`config.mk`:
```
export PLATFORM = sky130hd
export DESIGN_NAME = seg_scan_driver
export DESIGN_NICKNAME = d
export VERILOG_FILES = /design/src/rtl/seg_pkg.sv /design/src/rtl/seg_hex_decode.sv /design/src/rtl/seg_scan_driver.sv
export SDC_FILE = /design/constraint.sdc
export NUM_CORES = 1
export LEC_CHECK = 0
export ABC_AREA = 1
export CAP_MARGIN = 0
export CORE_MARGIN = 1
export CORE_UTILIZATION = 30
export CTS_BUF_LIST = sky130_fd_sc_hd__clkbuf_8
export DETAILED_ROUTE_END_ITERATION = 8
export HOLD_SLACK_MARGIN = 0.02
export PLACE_DENSITY_LB_ADDON = 0.08
export REMOVE_ABC_BUFFERS = 1
export SLEW_MARGIN = 20
export SYNTH_ARGS = -nofsm -noshare
export SYNTH_HDL_FRONTEND = slang
export SYNTH_SLANG_ARGS = --single-unit
```
`constraint.sdc`:
```
create_clock -name clk -period 12.6 [get_ports clk]
set_clock_uncertainty 0.05 [all_clocks]
set_input_delay 2.52 -clock clk [delete_from_list [all_inputs] [get_ports clk]]
set_output_delay 2.52 -clock clk [all_outputs]
set_load 0.01 [all_outputs]
```
`src/rtl/seg_pkg.sv`:
```
// Shared constants for the 7-segment scan driver: glyph table, blank pattern, FSM encoding.
package seg_pkg;

   localparam int unsigned SEG_W = 7;

   // All segments off (active low).
   localparam logic [SEG_W-1:0] SEG_BLANK = 7'h7F;

   // Active-low hex glyphs, bit0 = a ... bit6 = g.
   localparam logic [SEG_W-1:0] SEG_HEX [16] = '{
      7'b1000000,  // 0
      7'b1111001,  // 1
      7'b0100100,  // 2
      7'b0110000,  // 3
      7'b0011001,  // 4
      7'b0010010,  // 5
      7'b0000010,  // 6
      7'b1111000,  // 7
      7'b0000000,  // 8
      7'b0010000,  // 9
      7'b0001000,  // A
      7'b0000011,  // b
      7'b1000110,  // C
      7'b0100001,  // d
      7'b0000110,  // E
      7'b0001110   // F
   };

   typedef enum logic {
      ST_DEAD = 1'b0,
      ST_ON   = 1'b1
   } scan_state_e;

   // Counter width for a terminal count, never narrower than one bit.
   function automatic int unsigned clog2_min1(input int unsigned x);
      return (x <= 1) ? 1 : $clog2(x);
   endfunction

endpackage

```
`src/rtl/seg_hex_decode.sv`:
```
// Nibble to active-low 7-segment glyph, purely combinational.
module seg_hex_decode
   import seg_pkg::*;
(
   input  logic [3:0]       nibble,
   output logic [SEG_W-1:0] seg_n_c
);

   // Table lookup into the shared glyph ROM.
   always_comb begin
      seg_n_c = SEG_HEX[nibble];
   end

endmodule

```
`src/rtl/seg_scan_driver.sv`:
```
// Time-multiplexed common-anode 7-segment driver with dead time, blanking,
// leading-zero suppression, blinking and frame-aligned double buffering.
module seg_scan_driver
   import seg_pkg::*;
#(
   parameter int unsigned NUM_DIGITS   = 8,
   parameter int unsigned SCAN_DIV     = 1000,
   parameter int unsigned DEAD_CYCLES  = 16,
   parameter int unsigned BLINK_FRAMES = 64
)(
   input  logic                    clk,
   input  logic                    rst,
   input  logic                    load,
   input  logic [4*NUM_DIGITS-1:0] value,
   input  logic [NUM_DIGITS-1:0]   en_mask,
   input  logic [NUM_DIGITS-1:0]   dp_mask,
   input  logic [NUM_DIGITS-1:0]   blink_mask,
   input  logic                    lz_suppress,
   output logic [SEG_W-1:0]        seg_n,
   output logic                    dp_n,
   output logic [NUM_DIGITS-1:0]   an_n,
   output logic                    frame_tick
);

   localparam int unsigned ON_CYCLES = SCAN_DIV - DEAD_CYCLES;
   localparam int unsigned VAL_W     = 4 * NUM_DIGITS;
   localparam int unsigned CNT_W     = clog2_min1(SCAN_DIV);
   localparam int unsigned IDX_W     = clog2_min1(NUM_DIGITS);
   localparam int unsigned BLK_W     = clog2_min1(BLINK_FRAMES);
   localparam bit          HAS_DEAD  = (DEAD_CYCLES != 0);

   localparam logic [CNT_W-1:0] DEAD_LAST = CNT_W'((DEAD_CYCLES == 0) ? 0 : DEAD_CYCLES - 1);
   localparam logic [CNT_W-1:0] ON_LAST   = CNT_W'(ON_CYCLES - 1);
   localparam logic [IDX_W-1:0] IDX_LAST  = IDX_W'(NUM_DIGITS - 1);
   localparam logic [BLK_W-1:0] BLK_LAST  = BLK_W'(BLINK_FRAMES - 1);

   scan_state_e             state_q, state_d;
   logic [CNT_W-1:0]        cnt_q, cnt_d;
   logic [IDX_W-1:0]        idx_q, idx_d;
   logic                    end_frame_c;

   logic [BLK_W-1:0]        blk_cnt_q, blk_cnt_d;
   logic                    hidden_q, hidden_d;

   logic                    pending_q, pending_d;
   logic [VAL_W-1:0]        sh_value_q, sh_value_d;
   logic [NUM_DIGITS-1:0]   sh_en_q, sh_en_d;
   logic [NUM_DIGITS-1:0]   sh_dp_q, sh_dp_d;
   logic [NUM_DIGITS-1:0]   sh_blink_q, sh_blink_d;
   logic [VAL_W-1:0]        act_value_q, act_value_d;
   logic [NUM_DIGITS-1:0]   act_en_q, act_en_d;
   logic [NUM_DIGITS-1:0]   act_dp_q, act_dp_d;
   logic [NUM_DIGITS-1:0]   act_blink_q, act_blink_d;

   logic [NUM_DIGITS-1:0]   lz_blank_c;
   logic [3:0]              nib_c;
   logic [SEG_W-1:0]        glyph_c;
   logic                    lit_c;

   logic [SEG_W-1:0]        seg_n_q, seg_n_d;
   logic                    dp_n_q, dp_n_d;
   logic [NUM_DIGITS-1:0]   an_n_q, an_n_d;
   logic                    frame_tick_q, frame_tick_d;

   // Slot FSM: DEAD then ON per digit, advancing the digit index at the end of ON.
   always_comb begin
      state_d     = state_q;
      cnt_d       = cnt_q + CNT_W'(1);
      idx_d       = idx_q;
      end_frame_c = 1'b0;
      case (state_q)
         ST_DEAD: begin
            if (!HAS_DEAD || (cnt_q == DEAD_LAST)) begin
               state_d = ST_ON;
               cnt_d   = '0;
            end
         end
         ST_ON: begin
            if (cnt_q == ON_LAST) begin
               cnt_d       = '0;
               state_d     = HAS_DEAD ? ST_DEAD : ST_ON;
               idx_d       = (idx_q == IDX_LAST) ? '0 : idx_q + IDX_W'(1);
               end_frame_c = (idx_q == IDX_LAST);
            end
         end
         default: begin
            state_d = ST_DEAD;
            cnt_d   = '0;
         end
      endcase
   end

   // Shadow capture on load; shadow to active only at the frame boundary.
   always_comb begin
      sh_value_d  = sh_value_q;
      sh_en_d     = sh_en_q;
      sh_dp_d     = sh_dp_q;
      sh_blink_d  = sh_blink_q;
      act_value_d = act_value_q;
      act_en_d    = act_en_q;
      act_dp_d    = act_dp_q;
      act_blink_d = act_blink_q;
      pending_d   = pending_q;
      if (end_frame_c && pending_q) begin
         act_value_d = sh_value_q;
         act_en_d    = sh_en_q;
         act_dp_d    = sh_dp_q;
         act_blink_d = sh_blink_q;
         pending_d   = 1'b0;
      end
      if (load) begin
         sh_value_d = value;
         sh_en_d    = en_mask;
         sh_dp_d    = dp_mask;
         sh_blink_d = blink_mask;
         pending_d  = 1'b1;
      end
   end

   // Blink phase flips every BLINK_FRAMES frames.
   always_comb begin
      blk_cnt_d = blk_cnt_q;
      hidden_d  = hidden_q;
      if (end_frame_c) begin
         if (blk_cnt_q == BLK_LAST) begin
            blk_cnt_d = '0;
            hidden_d  = ~hidden_q;
         end else begin
            blk_cnt_d = blk_cnt_q + BLK_W'(1);
         end
      end
   end

   // Leading-zero mask: digit i blanks when it and all higher nibbles are zero; digit 0 never.
   always_comb begin : lz_calc
      logic upper_zero;
      upper_zero = 1'b1;
      lz_blank_c = '0;
      for (int i = NUM_DIGITS - 1; i >= 1; i--) begin
         upper_zero    = upper_zero & (act_value_d[4*i +: 4] == 4'h0);
         lz_blank_c[i] = lz_suppress & upper_zero;
      end
   end

   // Select the nibble for the digit about to be shown.
   always_comb begin
      nib_c = act_value_d[{idx_d, 2'b00} +: 4];
   end

   seg_hex_decode u_hex (
      .nibble  (nib_c),
      .seg_n_c (glyph_c)
   );

   // Next output values, computed from next state so the pins change only at slot edges.
   always_comb begin
      lit_c        = (state_d == ST_ON) && act_en_d[idx_d]
                     && !(hidden_d && act_blink_d[idx_d]) && !lz_blank_c[idx_d];
      an_n_d       = '1;
      seg_n_d      = SEG_BLANK;
      dp_n_d       = 1'b1;
      frame_tick_d = (state_d == ST_ON) && (idx_d == IDX_LAST) && (cnt_d == ON_LAST);
      if (lit_c) begin
         an_n_d[idx_d] = 1'b0;
         seg_n_d       = glyph_c;
         dp_n_d        = ~act_dp_d[idx_d];
      end
   end

   // State, buffers and output registers.
   always_ff @(posedge clk or posedge rst) begin
      if (rst) begin
         state_q      <= ST_DEAD;
         cnt_q        <= '0;
         idx_q        <= '0;
         blk_cnt_q    <= '0;
         hidden_q     <= 1'b0;
         pending_q    <= 1'b0;
         sh_value_q   <= '0;
         sh_en_q      <= '0;
         sh_dp_q      <= '0;
         sh_blink_q   <= '0;
         act_value_q  <= '0;
         act_en_q     <= '0;
         act_dp_q     <= '0;
         act_blink_q  <= '0;
         seg_n_q      <= SEG_BLANK;
         dp_n_q       <= 1'b1;
         an_n_q       <= '1;
         frame_tick_q <= 1'b0;
      end else begin
         state_q      <= state_d;
         cnt_q        <= cnt_d;
         idx_q        <= idx_d;
         blk_cnt_q    <= blk_cnt_d;
         hidden_q     <= hidden_d;
         pending_q    <= pending_d;
         sh_value_q   <= sh_value_d;
         sh_en_q      <= sh_en_d;
         sh_dp_q      <= sh_dp_d;
         sh_blink_q   <= sh_blink_d;
         act_value_q  <= act_value_d;
         act_en_q     <= act_en_d;
         act_dp_q     <= act_dp_d;
         act_blink_q  <= act_blink_d;
         seg_n_q      <= seg_n_d;
         dp_n_q       <= dp_n_d;
         an_n_q       <= an_n_d;
         frame_tick_q <= frame_tick_d;
      end
   end

   assign seg_n      = seg_n_q;
   assign dp_n       = dp_n_q;
   assign an_n       = an_n_q;
   assign frame_tick = frame_tick_q;

endmodule
```
==> implementation parameters <==
Parameter                              Value

Floorplan
  Die Span Y    159 um
  Core region area    23,800 um^2
  Die X-Extent    159 um
  IO Count    77
  Initial core utilization    0.309
  Die Area    25,100 um^2
  Number of placement rows    56

Drt
  Met1 WL    9690 um
  Detailed Route WL    18,600 um
  Highest metal layer with signal wires    met4
  Number of DRC violations after detailed-routing iteration 0    303
  Detailed route wirelength on metal2    8000 um
  First-pass DRT Iterations    5
  Routed wl met3    588 um
  DR WL/cell    14.2 um
  Overall via count from detail_route    5,667
  Number of nets with antenna violations after routing    0
  Vias per std cell    4.33
  DRC violations left    0

Global routing
  Global Route Usage Sum    0.160
  Global-route wire length before repair    30,200 um
  Maximum number of pins on one net before global-route repair    88
  Overall overflow remaining after global route    0
  Vias in the first global route    5,514
  Initial antenna violation count    0

Power
  Combinational fraction of design power    0.058
  Internal power of the cells    669 uW
  Worst supply voltage drop on vdd    0.0535 mV
  Fraction of power spent switching nets    0.271
  Seq pwr share    0.553
  Switching power    249 uW
  Power Density    106 nW/um^2
  Overall power consumption    919 uW
  Static leakage    4.43 nW
  Proportion of power drawn by the clock network    0.390

Clock tree
  Post-CTS Repair Setup Buffers    0
  CTS tree    done
  Clock buffer depth    2
  Cts repair resizes    0
  H-tree levels    4
  Clk Latency, worst-skew pair    0.46 ns
  CTS root buf    clkbuf_8
  Number of clock buffers inserted by TritonCTS    17
  Clock-pin transition on the worst setup and hold timing paths    0.09 ns
  Number of hold buffers added after CTS    0
  Count of clock tree sinks    151

Critical path
  Required @ worst endpoint    10.03 ns
  Sum of buffers and inverters on the critical path    1
  Classification of the worst setup path    reg2out
  Cell type group with the largest total delay on the critical path    flip-flops
  Startpoint types    flop
  Depth of the worst register-to-register path    16
  Worst stage delay on the critical path    0.56 ns
  Critical register-to-register path startpoint    idx_q[1]
  Peak fanout along the critical path    1
  Endpoint kind of the worst setup timing path    output pin
  Endpoint of the most critical register-to-register path    seg_n[3]
  List of cells traversed by the critical path    clkdlybuf4s50_1
  Setup slack on the worst flop-to-flop path    8.56 ns
  Slowest stage cell on the critical path    dfstp_2
  Data arrival time of the worst path    1.54 ns

Synthesis
  Sequential element share of the synthesized area    0.517
  Cell type with the largest total area after synthesis    dfrtp_1
  Avg Cell Area, Syn    8.07 um^2
  Synthesized netlist cell count    911
  Leading cell types by total area after synthesis    dfrtp_1 46%, nand2_1 16%, inv_1 5.8%
  Flip-flop and latch count after synthesis    151
  Yosys synthesis warning count    0
  Netlist area before placement    7350 um^2
  Unique cell type count in the Yosys netlist    37
  Area share of the largest cell type after synthesis    0.460

Placed design
  Final HPWL from detailed placement    13,000 um
  Pre-CTS worst setup slack    7.93 ns
  RePlAce Congestion    0.795
  Number of input and output port buffers inserted    76

Final layout
  Antenna diode instance count    0
  Layout net count    1,048
  Synthesis-to-finish area growth    18.3%
  Layout cells sized above 1    0.124
  Filler Cells Inserted    2,524

Timing
  Sum Neg Setup Slack    0 ns
  Setup Viol. Count Final    0
  Hold WS    0.430 ns
  Worst Max-Slew Pin Slew    0.994 ns
  Final Critical Period    4.11 ns
  Final-report max-slew violation count    0
  Unrepaired setup endpoints after global routing    no
  Final critical-path share of the clock period    0.326
  Maximum clock rate    243 MHz
  Relative max-transition margin    0.336
  Worst-case setup margin in the final layout    8.49 ns
  Count of endpoints failing hold in the final timing report    0

Min path
  Hold Path Depth    2
  Startpoint of the lowest-slack hold path    act_blink_q[0]
  Endpoint of the worst hold path    act_blink_q[0]
  Worst min-delay path class    reg2reg

Run status
  Outcome    finished, final reports clean

Job
  Max Cap Viol    0
==> worst max-delay path by stage <==
stage | slack [ns] | cells past startpoint | end | from
2_1_floorplan | 5.99 | 1 | act_blink_q[0] | rst
3_3_place_gp | 7.94 | 3 | sh_blink_q[1] | rst
3_5_place_dp | 7.93 | 3 | sh_blink_q[1] | rst
4_1_cts | 8.45 | 3 | act_blink_q[1] | rst
5_1_grt | 8.00 | 19 | seg_n[3] | idx_q[1]
6_report | 8.49 | 1 | an_n[6] | an_n[6]
==> synthesized netlist by cell type, drive strengths merged <==
master	n
ha	10
xnor2	1
dfrtp	135
o21ai	69
nand3	40
nand2	346
o211ai	1
inv	122
nand4	27
mux2	1
dfstp	16
nor4	3
a21oi	3
nor3	7
clkbuf	17
nor3b	1
xor2	2
nor2	88
buf	16
clkinv	1
o22ai	4
o21a	1
==> routing by layer <==
layer / GRT usage / vias to the layer above
met5: 0 / -
met4: 0.0522 / 0
met3: 0.0280 / 17
met2: 0.242 / 103
met1: 0.228 / 2590
li1: - / 2957
==> power groups by stage <==
stage / combinational (mW) / clock [mW] / sequential, mW
after CTS: 0.0556 / 0.376 / 0.508
after floorplan: 0.0235 / 0 / 0.515
after global routing: 0.0620 / 0.394 / 0.510
final: 0.0532 / 0.358 / 0.508
after global placement: 0.0548 / 0 / 0.517
after detailed placement: 0.0552 / 0 / 0.517
==> cell type report <==
cell class / count / area (um^2) / area share
timing repair buffer: 81 / 793 / 0.0912
clock buffer: 17 / 234 / 0.0269
multi-input combinational: 604 / 2870 / 0.330
clock inverter: 15 / 135 / 0.0155
sequential: 151 / 3800 / 0.437
tap: 319 / 399 / 0.0459
inverter: 123 / 469 / 0.0540
==> cell families (layout without fill, tap and decap cells) <==
kind of cell | count (synthesis) | after routing | synth area share
DFF | 151 | 151 | 0.517
and+or+nand+nor | 512 | 512 | 0.312
adders and majority gates | 10 | 10 | 0.0170
AOI/OAI and AO/OA | 78 | 78 | 0.0555
xor gates and xnor gates | 3 | 3 | 0.00358
buffers and inverters | 156 | 236 | 0.0931
muxes | 1 | 1 | 0.00153
==> cells in the final DEF, fill, tap and decap left out, drive strengths merged <==
cell,instances
nand4,27
ha,10
a21oi,3
nand3,40
dfstp,16
nand2,346
nor3b,1
o21a,1
buf,6
dfrtp,135
clkdlybuf4s50,75
xnor2,1
clkbuf,17
clkinv,6
xor2,2
mux2,1
nor2,88
inv,132
o21ai,69
o211ai,1
nor4,3
o22ai,4
nor3,7
==> registers in the layout, summed over array words and instances (netlist names) <==
| name | cells |
|---|---|
| act_value_q | 32 |
| cnt_q | 10 |
| sh_blink_q | 8 |
| act_dp_q | 8 |
| act_blink_q | 8 |
| pending_q | 1 |
| idx_q | 3 |
| sh_value_q | 32 |
| state_q | 1 |
| seg_n | 7 |
| blk_cnt_q | 6 |
| an_n | 8 |
| dp_n | 1 |
| sh_en_q | 8 |
| frame_tick | 1 |
| act_en_q | 8 |
| sh_dp_q | 8 |
| hidden_q | 1 |
==> through the flow <==
| stage | cell area (um^2) | utilization | cells |
|---|---|---|---|
| after floorplan | 7130 | - | 878 |
| after CTS | 8690 | 0.366 | 1310 |
| after global routing | 8690 | 0.366 | 1310 |
| after detailed placement | 8330 | 0.351 | 1278 |
| final | 8690 | 0.366 | 1310 |
| after global placement | 8330 | 0.351 | 1278 |
(Power assumes the default switching activity.)
